===== src/rtl/johnson_pkg.sv =====
// Shared definitions for the Johnson-code decoder.
//   state_e    : acquisition FSM states
//   CODE_TABLE : legal 4-bit Johnson codes, indexed by step number 0..7
//   succ()     : successor step index, wrapping 7 -> 0
package johnson_pkg;

  typedef enum logic [1:0] {
    ST_HUNT   = 2'd0,
    ST_ACQ    = 2'd1,
    ST_LOCKED = 2'd2
  } state_e;

  localparam logic [3:0] CODE_TABLE [8] = '{
    4'b0000, 4'b0001, 4'b0011, 4'b0111,
    4'b1111, 4'b1110, 4'b1100, 4'b1000
  };

  function automatic logic [2:0] succ(input logic [2:0] idx);
    return idx + 3'd1;
  endfunction

endpackage


===== src/rtl/johnson_decoder_if.sv =====
// Sample/result bundle of the Johnson decoder.
//   Count_in/Valid_in                 : sampled Johnson code and its qualifier
//   Index_out/Onehot_out/Out_valid    : decoded step of the last legal sample
//   Code_err/Seq_err                  : error pulses
//   Locked/Err_count                  : lock level and saturating error count
// master = sample source side, slave = decoder side.
interface johnson_decoder_if;
  logic [3:0] Count_in;
  logic       Valid_in;
  logic [2:0] Index_out;
  logic [7:0] Onehot_out;
  logic       Out_valid;
  logic       Code_err;
  logic       Seq_err;
  logic       Locked;
  logic [7:0] Err_count;

  modport master (
    output Count_in, Valid_in,
    input  Index_out, Onehot_out, Out_valid, Code_err, Seq_err, Locked, Err_count
  );

  modport slave (
    input  Count_in, Valid_in,
    output Index_out, Onehot_out, Out_valid, Code_err, Seq_err, Locked, Err_count
  );
endinterface


===== src/rtl/johnson_code_lut.sv =====
// Combinational Johnson code lookup.
//   code_i  : 4-bit sampled code
//   index_o : step index 0..7 (0 when illegal)
//   legal_o : code is one of the 8 legal Johnson codes
module johnson_code_lut
  import johnson_pkg::*;
(
  input  logic [3:0] code_i,
  output logic [2:0] index_o,
  output logic       legal_o
);

  always_comb begin
    index_o = '0;
    legal_o = 1'b0;
    for (int unsigned k = 0; k < 8; k++) begin
      if (code_i == CODE_TABLE[k]) begin
        index_o = k[2:0];
        legal_o = 1'b1;
      end
    end
  end

endmodule


===== src/rtl/johnson_decoder.sv =====
// Johnson counter decoder with sequence lock tracking.
//   Clock   : rising-edge clock
//   Reset_n : synchronous active-low reset
//   bus     : slave side of johnson_decoder_if (samples in, decoded/status out)
// LOCK_CNT consecutive in-sequence samples (first included) declare lock.
module johnson_decoder
  import johnson_pkg::*;
#(
  parameter int unsigned LOCK_CNT = 3
) (
  input  logic              Clock,
  input  logic              Reset_n,
  johnson_decoder_if.slave  bus
);

  localparam logic [4:0] LOCK_CNT_W = 5'(LOCK_CNT);

  state_e     state_q, state_d;
  logic [3:0] match_q, match_d;
  logic [2:0] exp_q, exp_d;
  logic [2:0] idx_q, idx_d;
  logic [7:0] onehot_q, onehot_d;
  logic       ovalid_q, ovalid_d;
  logic       cerr_q, cerr_d;
  logic       serr_q, serr_d;
  logic       locked_q, locked_d;
  logic [7:0] errcnt_q, errcnt_d;

  logic [2:0] lut_idx;
  logic       lut_legal;
  logic [4:0] match_inc;
  logic       hit;

  johnson_code_lut u_lut (
    .code_i  (bus.Count_in),
    .index_o (lut_idx),
    .legal_o (lut_legal)
  );

  assign match_inc = {1'b0, match_q} + 5'd1;
  assign hit       = (lut_idx == exp_q);

  always_comb begin
    state_d  = state_q;
    match_d  = match_q;
    exp_d    = exp_q;
    idx_d    = idx_q;
    onehot_d = onehot_q;
    ovalid_d = 1'b0;
    cerr_d   = 1'b0;
    serr_d   = 1'b0;
    errcnt_d = errcnt_q;

    if (bus.Valid_in) begin
      if (lut_legal) begin
        idx_d    = lut_idx;
        onehot_d = 8'd1 << lut_idx;
        ovalid_d = 1'b1;
        unique case (state_q)
          ST_HUNT: begin
            match_d = 4'd1;
            exp_d   = succ(lut_idx);
            state_d = (LOCK_CNT_W == 5'd1) ? ST_LOCKED : ST_ACQ;
          end
          ST_ACQ: begin
            exp_d = succ(lut_idx);
            if (hit) begin
              match_d = match_inc[3:0];
              if (match_inc >= LOCK_CNT_W) state_d = ST_LOCKED;
            end else begin
              // Legal mismatch while acquiring just restarts from this sample.
              match_d = 4'd1;
            end
          end
          ST_LOCKED: begin
            exp_d = succ(lut_idx);
            if (!hit) begin
              serr_d  = 1'b1;
              match_d = 4'd1;
              state_d = ST_ACQ;
            end
          end
          default: state_d = ST_HUNT;
        endcase
      end else begin
        cerr_d  = 1'b1;
        match_d = '0;
        state_d = ST_HUNT;
      end

      if ((cerr_d || serr_d) && errcnt_q != 8'hFF) errcnt_d = errcnt_q + 8'd1;
    end

    locked_d = (state_d == ST_LOCKED);
  end

  always_ff @(posedge Clock) begin
    if (!Reset_n) begin
      state_q  <= ST_HUNT;
      match_q  <= '0;
      exp_q    <= '0;
      idx_q    <= '0;
      onehot_q <= '0;
      ovalid_q <= 1'b0;
      cerr_q   <= 1'b0;
      serr_q   <= 1'b0;
      locked_q <= 1'b0;
      errcnt_q <= '0;
    end else begin
      state_q  <= state_d;
      match_q  <= match_d;
      exp_q    <= exp_d;
      idx_q    <= idx_d;
      onehot_q <= onehot_d;
      ovalid_q <= ovalid_d;
      cerr_q   <= cerr_d;
      serr_q   <= serr_d;
      locked_q <= locked_d;
      errcnt_q <= errcnt_d;
    end
  end

  assign bus.Index_out  = idx_q;
  assign bus.Onehot_out = onehot_q;
  assign bus.Out_valid  = ovalid_q;
  assign bus.Code_err   = cerr_q;
  assign bus.Seq_err    = serr_q;
  assign bus.Locked     = locked_q;
  assign bus.Err_count  = errcnt_q;

endmodule


===== src/flat_wrapper.sv =====
// flat-port wrapper written by rule: the top's interface ports become plain ports
module johnson_decoder_flat import johnson_pkg::*;
#(
  parameter int unsigned LOCK_CNT = 3
)
  (Clock, Reset_n, bus_Count_in, bus_Valid_in, bus_Index_out, bus_Onehot_out, bus_Out_valid, bus_Code_err, bus_Seq_err, bus_Locked, bus_Err_count);
  johnson_decoder_if bus_i ();
  input  logic Clock;
  input  logic Reset_n;
  input wire logic [$bits(bus_i.Count_in)-1:0] bus_Count_in;
  input wire logic [$bits(bus_i.Valid_in)-1:0] bus_Valid_in;
  output wire logic [$bits(bus_i.Index_out)-1:0] bus_Index_out;
  output wire logic [$bits(bus_i.Onehot_out)-1:0] bus_Onehot_out;
  output wire logic [$bits(bus_i.Out_valid)-1:0] bus_Out_valid;
  output wire logic [$bits(bus_i.Code_err)-1:0] bus_Code_err;
  output wire logic [$bits(bus_i.Seq_err)-1:0] bus_Seq_err;
  output wire logic [$bits(bus_i.Locked)-1:0] bus_Locked;
  output wire logic [$bits(bus_i.Err_count)-1:0] bus_Err_count;
  assign bus_i.Count_in = bus_Count_in;
  assign bus_i.Valid_in = bus_Valid_in;
  assign bus_Index_out = bus_i.Index_out;
  assign bus_Onehot_out = bus_i.Onehot_out;
  assign bus_Out_valid = bus_i.Out_valid;
  assign bus_Code_err = bus_i.Code_err;
  assign bus_Seq_err = bus_i.Seq_err;
  assign bus_Locked = bus_i.Locked;
  assign bus_Err_count = bus_i.Err_count;
  johnson_decoder #(.LOCK_CNT(LOCK_CNT)) u_core (.Clock(Clock), .Reset_n(Reset_n), .bus(bus_i));
endmodule

===== config.mk =====
export PLATFORM = sky130hd
export DESIGN_NAME = johnson_decoder_flat
export DESIGN_NICKNAME = d
export VERILOG_FILES = /design/src/rtl/johnson_pkg.sv /design/src/rtl/johnson_decoder_if.sv /design/src/rtl/johnson_code_lut.sv /design/src/rtl/johnson_decoder.sv /design/src/flat_wrapper.sv
export SDC_FILE = /design/constraint.sdc
export NUM_CORES = 1
export LEC_CHECK = 0
export BUFFER_PORTS_ARGS = -buffer_cell sky130_fd_sc_hd__buf_2
export CELL_PAD_IN_SITES_DETAIL_PLACEMENT = 1
export CELL_PAD_IN_SITES_GLOBAL_PLACEMENT = 2
export CORE_MARGIN = 1.5
export CORE_UTILIZATION = 37
export CTS_CLUSTER_DIAMETER = 80
export DETAILED_ROUTE_END_ITERATION = 10
export MAX_ROUTING_LAYER = met4
export PLACE_DENSITY = 0.85
export SLEW_MARGIN = 20
export SYNTH_ARGS = -nofsm -noshare
export SYNTH_HDL_FRONTEND = slang
export SYNTH_SLANG_ARGS = --single-unit
export TNS_END_PERCENT = 1

===== constraint.sdc =====
create_clock -name Clock -period 6.4 [get_ports Clock]
set_clock_uncertainty 0.2 [all_clocks]
set_input_delay 1.92 -clock Clock [delete_from_list [all_inputs] [get_ports Clock]]
set_output_delay 1.92 -clock Clock [all_outputs]
set_load 0.005 [all_outputs]

==> flow_metrics.tcl <==
set metrics [dict create \
    syn_area_per_cell_um2 9.23 \
    vias 1452 \
    htreeDepth 2 \
    layout-drive-gt1-share 0.226 \
    clockBufferDepth 2 \
    diodes 0 \
    critPathMaxFanout 14 \
    grt_pass1_vias 1434 \
    synthTopCellsByArea "dfxtp_1 (35%), ha_1 (6.2%), nand2_1 (5.2%)" \
    grt.total_usage 0.167 \
    antenna_found_initial 0 \
    ys_warn_count 0 \
    register_area_um2 641 \
    worstSetupStartpointType "input port" \
    fin_cells 288 \
    multi_input_comb_area_um2 1090 \
    drt_pass1_iterations 4 \
    post-cts-setup-buffers 0 \
    status "finished, final reports clean" \
    grt_overflow 0 \
    use_met2 0.243 \
    cts_resized 0 \
    critPathKind "input port to flip-flop" \
    synth_fp_nets 212 \
    total_power_mw 0.426 \
    crit_chain "buf_2, mux2_4, mux2i_4, nand2_1, a21oi_2, mux2i_1, nor2b_1" \
    drt_iter0_markers 113 \
    clk_latency_ns 0.28 \
    grt_max_degree 31 \
    layout_min_cycle_time_ns 3.73 \
    fp.dieW_um 72.9 \
    fin_ws_ns 2.67 \
    ys_ff_latch 32 \
    nFillCells 576 \
    fin_crit_sh 0.583 \
    synth_edf_count 0 \
    setup_tns_ns 0 \
    synth_top_cell_by_area "dfxtp_1" \
    p_int_mw 0.306 \
    crit_required_ns 6.38 \
    power.density_nw_per_um2 207 \
    pwr-share-seq 0.498 \
    numCtsBuffers 5 \
    pre_cts_ws_ns 2.34 \
    cp-end-kind "flip-flop" \
    setup_violations 0 \
    worstPathArrival_ns 3.71 \
    syn2layout_area_growth_pct 13.8 \
    synth_common_cells "dfxtp_1 (32), nand2_1 (25), nand3_1 (14), a21boi_0 (10), ha_1 (9)" \
    viasPerCell 5.04 \
    grt_pass1_wl_mm 6.69 \
    clockPowerShare 0.343 \
    dpl.cell_count 281 \
    layout.nets 237 \
    post_drt_wl_per_cell_um 13.4 \
    mappedNetlistArea_um2 1810 \
    drv_cap 0 \
    final_max_slew_viol_count 0 \
    tightestPinTransition_ns 0.616 \
    switching_share 0.281 \
    port_buffers 29 \
    final-hold-violation-count 0 \
    fmax_ghz 0.268 \
    slew_headroom 0.587 \
    tritoncts "built" \
    grt_use_met1 0.232 \
    cpMaxStageDelayCell "nand2_1" \
    die-area_um2 5320 \
    gp_congestion 0.706 \
    synth.most_common_cell "dfxtp_1" \
    root_buffer "clkbuf_8" \
    io_pins 30 \
    post-dp-hpwl_mm 2.80 \
    ys_seq_area_frac 0.354 \
    synth-main-ff-cell "dfxtp_1" \
    peakVddDrop_mv 0.0579 \
    core_area_um2 4720 \
    grt-busiest-layer "met2" \
    core.rowCount 25 \
    postCtsHoldBufs 0 \
    cts.clk_slew.worst_paths_ns 0.07 \
    drc_errors 0 \
    grtUsageMet3 0.0249 \
    cts_sinks 32 \
    routed_wl_mm 3.87 \
    synth_cells 196 \
    leakage_nw 0.838 \
    synthArstFlopShare 0 \
    fp.dieH_um 72.9 \
    start_util 0.383 \
    cpPeakStageDelay_ns 0.36 \
    p_switching_mw 0.120 \
    antenna_left 0 \
    synth_top_cell_area_share 0.354 \
    synth_cell_types 52 \
    rsz0062_at_grt "no" \
    min-delay-path-class "flip-flop to flip-flop" \
    comb_power_share 0.159 \
]
==> layout by cell type, fill, tap and decap left out, drive strengths merged, types with 5 or more instances in the layout <==
cell,count
and2,5
nand3,14
ha,9
nor2b,8
dfxtp,32
nor2,5
a21boi,12
buf,29
inv,5
clkbuf,6
nand2,25
o21ai,8
==> state kept, by name (all words and copies together), names as in the netlist <==
register / cells
u_core.bus.Err_count: 8
u_core.bus.Onehot_out: 8
u_core.match_q: 4
u_core.bus.Index_out: 3
u_core.exp_q: 3
u_core.state_q: 2
u_core.bus.Code_err: 1
u_core.bus.Locked: 1
u_core.bus.Out_valid: 1
u_core.bus.Seq_err: 1
==> path summary, 6_finish.rpt <==
check                                        startpoint                               endpoint  slack (ns)  cells after the start
setup / recovery                        bus_Count_in[3]           u_core.exp_q[1]$_SDFFE_PN0P_        2.67                      7
hold / removal    u_core.bus.Onehot_out[1]$_SDFFE_PN0P_  u_core.bus.Onehot_out[1]$_SDFFE_PN0P_        0.26                      2
setup reg to reg   u_core.bus.Err_count[0]$_SDFFE_PN0P_   u_core.bus.Err_count[4]$_SDFFE_PN0P_        4.30                      7
hold reg to reg   u_core.bus.Onehot_out[1]$_SDFFE_PN0P_  u_core.bus.Onehot_out[1]$_SDFFE_PN0P_        0.26                      2
==> area by class of cell <==
class / instances / share of cell area
multi-input cells: 148 / 0.531
flip-flops and latches: 32 / 0.311
repair buffers: 29 / 0.0705
well taps: 67 / 0.0407
clock buffers: 6 / 0.0352
inverters: 5 / 0.00911
clock inverters: 1 / 0.00243
==> power groups by stage <==
stage               registers [mW]  logic, mW  clock network, mW
global route                 0.213     0.0772              0.160
global placement             0.217     0.0680                  0
finish                       0.212     0.0678              0.146
detailed placement           0.217     0.0686                  0
floorplan                    0.216     0.0535                  0
CTS                          0.212     0.0689              0.151
==> worst max-delay path, delay by kind of cell <==
| kind | cells | cell delay [ns] |
|---|---|---|
| compound gates | 1 | 0.33 |
| buf+inv | 1 | 0.20 |
| mux | 3 | 0.84 |
| simple gates | 2 | 0.42 |
==> logic make-up (layout without fill, tap and decap cells) <==
kind of cell,Yosys count,count (layout),share of synthesized area
buffers and inverters,16,41,0.0415
muxes,6,6,0.0456
DFF,32,32,0.354
AOI/OAI and AO/OA,48,48,0.223
and+or+nand+nor,80,80,0.245
xor gates and xnor gates,5,5,0.0284
adders and majority gates,9,9,0.0622
==> layer usage <==
layer  wire length, um  vias to the layer above
met5                 0                        -
met4                76                        0
met3                72                        7
met2              1650                       18
met1              2070                      673
li1                  -                      754
==> metrics by stage <==
step | hold WS [ns] | utilization | instance area, um^2
4_1_cts | 0.268 | 0.436 | 2060
3_3_place_gp | 0.256 | 0.420 | 1980
6_report | 0.263 | 0.436 | 2060
3_5_place_dp | 0.260 | 0.420 | 1980
2_1_floorplan | 0.257 | - | 1810
5_1_grt | 0.297 | 0.436 | 2060
Power figures use the tool's default switching activity.
